[src/rtl/icache_direct_pkg.sv]
// Shared definitions for the direct-mapped instruction cache: geometry,
// derived address field widths and fill FSM state encoding.
package icache_direct_pkg;

   localparam int WORD_SIZE  = 16;
   localparam int LINE_WORDS = 4;
   localparam int NUM_LINES  = 8;

   localparam int OFF_W  = $clog2(LINE_WORDS);
   localparam int IDX_W  = $clog2(NUM_LINES);
   localparam int TAG_W  = WORD_SIZE - OFF_W - IDX_W;
   localparam int LINE_W = WORD_SIZE - OFF_W;

   typedef enum logic {
      S_IDLE = 1'b0,
      S_FILL = 1'b1
   } fill_state_t;

endpackage

[src/rtl/icache_direct_fill_ctrl.sv]
// Line-fill controller: owns the IDLE/FILL state machine, the beat counter,
// the latched line address and the instruction-memory handshake.
module icache_direct_fill_ctrl
   import icache_direct_pkg::*;
(
   input  logic                 Clk,
   input  logic                 Reset,
   input  logic                 start,
   input  logic                 flush,
   input  logic                 mem_valid,
   input  logic [WORD_SIZE-1:0] miss_addr,
   output logic                 busy,
   output logic                 mem_readM,
   output logic [WORD_SIZE-1:0] mem_address,
   output logic [OFF_W-1:0]     beat,
   output logic [IDX_W-1:0]     fill_idx,
   output logic [TAG_W-1:0]     fill_tag,
   output logic                 beat_wr,
   output logic                 fill_done
);

   fill_state_t       state;
   logic [LINE_W-1:0] fill_line;
   logic              last_beat;

   assign busy        = (state == S_FILL);
   assign last_beat   = (beat == OFF_W'(LINE_WORDS - 1));
   assign beat_wr     = busy & mem_valid & ~flush;
   assign fill_done   = beat_wr & last_beat;
   assign mem_address = busy ? {fill_line, beat} : '0;
   assign fill_idx    = fill_line[IDX_W-1:0];
   assign fill_tag    = fill_line[LINE_W-1:IDX_W];

   // Fill FSM: latch the missing line, step one beat per returned word,
   // and drop back to IDLE on the last beat or when a flush aborts the fill.
   always_ff @(posedge Clk) begin
      if (Reset) begin
         state     <= S_IDLE;
         beat      <= '0;
         fill_line <= '0;
         mem_readM <= 1'b0;
      end else begin
         case (state)
            S_IDLE: begin
               if (start) begin
                  fill_line <= miss_addr[WORD_SIZE-1:OFF_W];
                  beat      <= '0;
                  mem_readM <= 1'b1;
                  state     <= S_FILL;
               end
            end
            S_FILL: begin
               if (flush) begin
                  beat      <= '0;
                  mem_readM <= 1'b0;
                  state     <= S_IDLE;
               end else if (mem_valid) begin
                  beat <= beat + OFF_W'(1);
                  if (last_beat) begin
                     mem_readM <= 1'b0;
                     state     <= S_IDLE;
                  end
               end
            end
            default: begin
               mem_readM <= 1'b0;
               state     <= S_IDLE;
            end
         endcase
      end
   end

endmodule

[src/rtl/icache_direct.sv]
// Read-only direct-mapped instruction cache: tag/valid/data arrays,
// same-cycle hit path, hit/miss counters, and the line-fill controller.
module icache_direct
   import icache_direct_pkg::*;
(
   input  logic                 Clk,
   input  logic                 Reset,
   input  logic                 fetch_req,
   input  logic [WORD_SIZE-1:0] fetch_addr,
   output logic [WORD_SIZE-1:0] fetch_data,
   output logic                 fetch_ready,
   input  logic                 flush,
   output logic                 mem_readM,
   output logic [WORD_SIZE-1:0] mem_address,
   input  logic [WORD_SIZE-1:0] mem_data,
   input  logic                 mem_valid,
   output logic [WORD_SIZE-1:0] hit_count,
   output logic [WORD_SIZE-1:0] miss_count
);

   logic [NUM_LINES-1:0] valid;
   logic [TAG_W-1:0]     tags  [NUM_LINES];
   logic [WORD_SIZE-1:0] lines [NUM_LINES][LINE_WORDS];

   logic [TAG_W-1:0] req_tag;
   logic [IDX_W-1:0] req_idx;
   logic [OFF_W-1:0] req_off;
   logic             busy;
   logic             hit;
   logic             start;
   logic [OFF_W-1:0] beat;
   logic [IDX_W-1:0] fill_idx;
   logic [TAG_W-1:0] fill_tag;
   logic             beat_wr;
   logic             fill_done;

   assign req_tag = fetch_addr[WORD_SIZE-1:OFF_W+IDX_W];
   assign req_idx = fetch_addr[OFF_W+IDX_W-1:OFF_W];
   assign req_off = fetch_addr[OFF_W-1:0];

   assign hit         = fetch_req & ~busy & valid[req_idx] & (tags[req_idx] == req_tag);
   assign start       = fetch_req & ~busy & ~hit & ~flush;
   assign fetch_ready = hit;
   assign fetch_data  = hit ? lines[req_idx][req_off] : '0;

   icache_direct_fill_ctrl u_fill (
      .Clk         (Clk),
      .Reset       (Reset),
      .start       (start),
      .flush       (flush),
      .mem_valid   (mem_valid),
      .miss_addr   (fetch_addr),
      .busy        (busy),
      .mem_readM   (mem_readM),
      .mem_address (mem_address),
      .beat        (beat),
      .fill_idx    (fill_idx),
      .fill_tag    (fill_tag),
      .beat_wr     (beat_wr),
      .fill_done   (fill_done)
   );

   // Valid bits: flush wipes everything, a starting fill hides its line,
   // and the line only becomes visible once its last beat lands.
   always_ff @(posedge Clk) begin
      if (Reset || flush) begin
         valid <= '0;
      end else begin
         if (start) begin
            valid[req_idx] <= 1'b0;
         end
         if (fill_done) begin
            valid[fill_idx] <= 1'b1;
         end
      end
   end

   // Tag and data storage is never reset; the valid bits guard it.
   always_ff @(posedge Clk) begin
      if (!Reset) begin
         if (beat_wr) begin
            lines[fill_idx][beat] <= mem_data;
         end
         if (fill_done) begin
            tags[fill_idx] <= fill_tag;
         end
      end
   end

   // Performance counters: every hit cycle and every started fill, wrapping.
   always_ff @(posedge Clk) begin
      if (Reset) begin
         hit_count  <= '0;
         miss_count <= '0;
      end else begin
         if (hit) begin
            hit_count <= hit_count + WORD_SIZE'(1);
         end
         if (start) begin
            miss_count <= miss_count + WORD_SIZE'(1);
         end
      end
   end

endmodule

[config.mk]
export PLATFORM = sky130hd
export DESIGN_NAME = icache_direct
export DESIGN_NICKNAME = d
export VERILOG_FILES = /design/src/rtl/icache_direct_pkg.sv /design/src/rtl/icache_direct_fill_ctrl.sv /design/src/rtl/icache_direct.sv
export SDC_FILE = /design/constraint.sdc
export NUM_CORES = 1
export LEC_CHECK = 0
export ABC_AREA = 0
export CORE_MARGIN = 1.5
export CORE_UTILIZATION = 50
export CTS_BUF_LIST = sky130_fd_sc_hd__clkbuf_8
export CTS_CLUSTER_DIAMETER = 50
export DETAILED_ROUTE_END_ITERATION = 12
export DONT_BUFFER_PORTS = 1
export GPL_TIMING_DRIVEN = 0
export PLACE_DENSITY_LB_ADDON = 0.25
export SYNTH_ARGS = -nofsm -noshare
export SYNTH_HDL_FRONTEND = slang
export SYNTH_SLANG_ARGS = --single-unit
[constraint.sdc]
create_clock -name Clk -period 7.4 [get_ports Clk]
set_input_delay 1.85 -clock Clk [delete_from_list [all_inputs] [get_ports Clk]]
set_output_delay 1.85 -clock Clk [all_outputs]
set_load 0.005 [all_outputs]
Word-level counts from Yosys, hierarchy flattened --
Memory sizes are Yosys's and may differ from the RTL's. Cells that the tools add are included.
Word-level totals: register bits 58, latch bits 0, bits in writable memories 600, memory bits (read-only) 0, bits of input ports 37, output and inout port bits 66, word-level logic and storage cells 83, memories 2
Operators by class: add/subtract/negate cells 3, multipliers 0, divide/modulo/power cells 0, order comparisons 7, equal/unequal tests 5, shift operators 0, mux-type cells 36, bitwise operators 16, reductions and logical operators 7
Memories:
- lines | depth 8, bits a word 64, rd ports 1, clocked after memory_dff 0, write ports 1, RTL line icache_direct.sv:23 | logic [WORD_SIZE-1:0] lines [NUM_LINES][LINE_WORDS];
- tags | depth 8, bits a word 11, rd ports 1, clocked after memory_dff 0, write ports 1, RTL line icache_direct.sv:22 | logic [TAG_W-1:0] tags [NUM_LINES];
Operators by type and width (number):
- 16-bit two-way mux | 5
- 64-bit two-way mux | 1
- 16-bit by 1-bit adder with 16-bit output (second input constant) | 2
- 16-bit binary-select mux with 2-bit select | 1
- 16-bit demux with 2-bit select | 1
- 8-bit two-way mux | 3
- 1-bit two-way mux | 16
- 11-bit == test | 1
- 1-bit bitwise AND | 8
- 8-bit bitwise AND | 1
- 3-bit by 4-bit < comparator with 1-bit output (second input constant) | 2
- 8-bit inverter | 1
- 8-bit bitwise OR | 1
- 1-bit demux with 3-bit select | 2
- 3-bit by 1-bit >= comparator with 1-bit output (second input constant) | 2
- 3-bit >= comparator (second input constant) | 2
- 2-bit two-way mux | 3
- 3-bit inequality test (second input constant) | 2
- 2-bit inverter with 3-bit output | 2
- 1-bit case mux with 2 select lines | 2
- 2-bit case mux with 2 select lines | 1
- 2-bit AND reduction | 2
- 1-bit binary-select mux with 3-bit select | 1
- 1-bit logical AND | 3
- 7 further kinds | 9

Depth between registers and ports, before layout --
depth after elaboration 11, gate-level depth with buffers 13, mapped depth without buffers 8

Modules after synthesis --
Synthesis repeated with hierarchy kept, for this count alone.
Second synthesis, totals: cell total of the unflattened synthesis 1647, area, all modules 25904.8 um2
By module, submodules not included:
- icache_direct | instances 1, cells an instance 1545, area an instance 25090.3 um2, sequential area each 18818.0 um2
- icache_direct_fill_ctrl | instances 1, cells an instance 102, area an instance 814.5 um2, sequential area each 360.3 um2

Worst setup path after synthesis --
OpenSTA, ideal clock, no wires.
path kind input to output, start input port fetch_addr[3], end output port fetch_data[10], data arrival time 4.299 ns, data required time 5.550 ns, slack 1.251 ns, stages on the path 9, path buffers 5, cell sequence buf_6 > buf_6 > buf_6 > clkbuf_1 > buf_1 > mux4_2 > mux4_2 > mux2i_1 > nor2_1
Between the ends: cells in the longest elaborated chain, start to end 5, elaborated cells on any way between the ends 11, classes of those cells 1 x eq/ne; 6 x mux; 2 x bitwise; 2 x memory
Ends and longest elaborated chain:
- start: declaration | RTL line icache_direct.sv:9 | input logic [WORD_SIZE-1:0] fetch_addr,
- memory read 8 x 64 bit or 1-bit binary-select mux with 3-bit select (tied branches)
- 16-bit binary-select mux with 2-bit select or 1-bit two-way mux (tied branches) | RTL line icache_direct.sv:44, icache_direct.sv:41
- 16-bit two-way mux (implied by the code) or 1-bit bitwise AND (tied branches) (2 in series) | RTL line icache_direct.sv:44, icache_direct.sv:41
- 16-bit two-way mux * | RTL line icache_direct.sv:44 | assign fetch_data = hit ? lines[req_idx][req_off] : '0;
- end: declaration | RTL line icache_direct.sv:10 | output logic [WORD_SIZE-1:0] fetch_data,
Mark *: on every way between the ends. The rest lies on a longest branch, timed or not. The select of a mux whose other input is x is not followed.

Worst setup path in the final report --
start input port fetch_addr[2], end output port fetch_data[5]
The elaborated chain is that of the path after synthesis.

==> impl_results.md <==
- Diodes inserted: 0
- Pint: 0.005750 W
- CP endpoint: fetch_data[5]
- Crit. End Element: primary output
- Worst Reg-to-Reg Cells: 9
- Most used DFF post-synth: edfxtp_1
- Fmax: 139.8 MHz
- Status: complete, no violations
- Post-Synthesis Cells: 1314
- Core area: 51410 um^2
- Starting density of the core: 0.5074
- YS warnings: 0
- HP Start: valid[5]$_SDFF_PP0_
- Setup-failing EPs final: 0
- Cell taking the most area after synthesis: edfxtp_1
- WS Path Type: in2out
- Crit path max fanout: 10
- Avg Cell Area, Syn: 19.85 um^2
- Unrepaired setup endpoints after global routing: false
- CTS tree: yes
- Fraction of layout cells with a size suffix above 1: 0.2804
- R2R Path End: u_fill.fill_line[12]$_SDFFE_PP0P_
- PortBufs: 0
- Initial drt markers: 1419
- Syn_nets: 1357
- Full die area: 53550 um^2
- Data arrival, critical path: 5.31 ns
- Die Wd: 231.4 um
- H-tree depth: 3
- Synth area leaders: edfxtp_1, mux4_2, dfxtp_1
- Tot GR Track Use: 0.2314
- Routed length per placed instance: 27.54 um
- Antenna violations before repair: 0
- Yosys reg bits: 658
- Peak supply drop: 0.1770 mV
- Yosys top cell area share: 0.6907
- Comb pwr share: 0.039
- Crit path max-delay family: buffers and inverters
- Fin area: 29350 um^2
- Slew Viols, Final: 0
- Crit. Startpoint: fetch_addr[2]
- Post-CTS sizing: 0
- Final period utilization: 0.9669
- Commonest non-fill, non-tap cell in the layout: edfxtp_1
- Setup slack, reg-to-reg: 4.34 ns
- Nets: 1486
- Most frequent cells in the layout: edfxtp_1, mux4_2, clkbuf_8, dfxtp_1, nor2_1
- DRC Markers: 0
- Clock slew at reported path FFs: 0.06 ns
- CP max-delay cell: or4_4
- Post-CTS setup buffers: 0
- Worst Tran Pin Value: 1.323 ns
- CP bufs+invs: 5
- Routed via count: 13360
- Vias in the first global route: 13340
- Clock sinks: 658
- First-pass GRT wire length: 88470 um
- Net Sw Power: 0.001553 W
- Post-synth EDFFs: 600
- Syn-to-layout area delta: 12.51%
- Routed vias/inst: 6.066
- Final Hold Viols: 0
- CP Depth: 10
- Power density cells: 248.8 nW/um^2
- Clk_lat worst skew: 0.70 ns
- CTS Buffer Depth: 3
- Max Clock Skew: 0.04289 ns
- Final min period: 7.155 ns
- Switching share of power: 0.2127
- Sequential share of power: 0.557
- Worst path cell trace: buf_4 > buf_2 > buf_2 > mux2i_1 > xor2_1 > nand4_1 > or4_4 > clkbuf_1 > clkbuf_1 > nor2_1
- Std cell rows: 83
- FFs w/ async S/R, synth: 0
- Final HPWL DP: 39350 um
- R2r startpoint: tags[7][3]$_DFFE_PP_
- Pleak: 9.289 nW
- Total grt overflow: 0
- Hold_buf cts: 0
- Pre-antenna DRT Iters: 5
- Root Driver: clkbuf_8
- Max-slew headroom: 0.1147
- Dpl cell area: 27350 um^2
- Total length of routed wires: 60670 um
- WP data required: 5.55 ns
- Worst hold path type: reg2reg
- Clock buffer count from CTS: 103
- DRT antenna net count: 0
- Worst setup SP type: primary input
- Chip Height: 231.4 um
- Largest net degree at the start of global routing: 33
- Max_cap viols: 0
- RePlAce Congestion: 0.8268
- Slowest stage delay, CP: 0.60 ns
- Post-synthesis sequential area ratio: 0.7352
- Unique masters post-synth: 51
- Mapped cell area: 26090 um^2
- Post-route setup TNS: 0 ns
- Io pins: 103
- Clk pwr share: 0.405
-- synthesized netlist by cell type (all sizes together), types with 2 or more instances --
master	n
nand3	30
a22oi	4
o21ai	19
nor4b	2
nand4b	4
or3b	2
nor2	87
edfxtp	600
mux2i	37
and2	19
and4	3
xor2	8
nand2	18
nor2b	23
mux2	20
dfxtp	58
a21oi	28
and3	5
o211ai	4
ha	6
or3	3
nand2b	3
or4	6
o31ai	4
a31o	9
nand4	19
nand3b	5
clkbuf	44
mux4	179
nor4	2
inv	6
buf	33
nor3	16
-- kinds of logic (layout without fill, tap and decap cells) --
family	count (synthesis)	in the layout	share of synthesized area
DFF	658	658	0.7352
adders and majority gates	6	6	0.002878
buffers and inverters	83	292	0.01477
and+or+nand+nor	248	248	0.04945
AOI/OAI and AO/OA	74	74	0.01727
xor gates and xnor gates	9	9	0.003022
muxes	236	236	0.1774
-- worst register-to-register path: stages, from the launching register on --
cell and delay [ns]:
edfxtp_1 0.36, mux4_2 0.47, mux2i_1 0.24, xor2_1 0.29, nand4_1 0.13, or4_4 0.60, buf_6 0.18, clkbuf_1 0.36
nand3_1 0.21, a21oi_1 0.08
-- flip-flops by register name, summed over array words and instances, names as in the netlist --
name,count
lines,512
tags,88
hit_count,16
miss_count,16
u_fill.fill_line,14
valid,8
u_fill.beat,2
u_fill.busy,1
u_fill.mem_readM,1
-- power by group through the flow --
stage               clock (W)  sequential, W  combinational (W)
finish                0.00295        0.00406           0.000284
global placement            0        0.00414           0.000281
detailed placement          0        0.00414           0.000286
floorplan                   0        0.00414           0.000201
CTS                   0.00300        0.00407           0.000287
global route          0.00316        0.00406           0.000302
-- through the flow --
| stage | cells | hold slack [ns] | util | setup WS [ns] | power [W] |
|---|---|---|---|---|---|
| CTS | 2202 | 0.4863 | 0.5707 | 0.1807 | 0.007357 |
| finish | 2203 | 0.4826 | 0.5709 | 0.2447 | 0.007303 |
| global placement | 1994 | 0.4646 | 0.5240 | 0.2200 | 0.004424 |
| floorplan | 1314 | 0.4555 | - | 1.251 | 0.004340 |
| detailed placement | 2017 | 0.4722 | 0.5320 | 0.1868 | 0.004429 |
| global route | 2203 | 0.5075 | 0.5709 | 0.1098 | 0.007525 |
-- worst min path at each step --
stage / slack, ns / depth (start not counted) / to
2_1_floorplan: 0.46 / 1 / valid[4]$_SDFF_PP0_
3_3_place_gp: 0.46 / 1 / valid[4]$_SDFF_PP0_
3_5_place_dp: 0.47 / 1 / valid[5]$_SDFF_PP0_
4_1_cts: 0.49 / 1 / valid[5]$_SDFF_PP0_
5_1_grt: 0.51 / 1 / valid[6]$_SDFF_PP0_
6_report: 0.48 / 1 / valid[5]$_SDFF_PP0_
-- layout make-up --
class,instances,area [um^2]
clock inverter,69,391.6
fill,3885,22060
multi-input combinational,573,6604
tap,680,850.8
clock buffer,116,1597
timing repair buffer,24,341.6
inverter,6,22.52
buffer,77,362.8
sequential,658,19180
-- per-layer routing --
layer | GRT usage | part of all wire | wire (um)
met1 | 0.3308 | 0.42 | 25210
met2 | 0.3413 | 0.46 | 27790
met3 | 0.06644 | 0.099 | 6018
met4 | 0.08354 | 0.027 | 1653
met5 | 0 | 0 | 0
(Power assumes the default switching activity.)
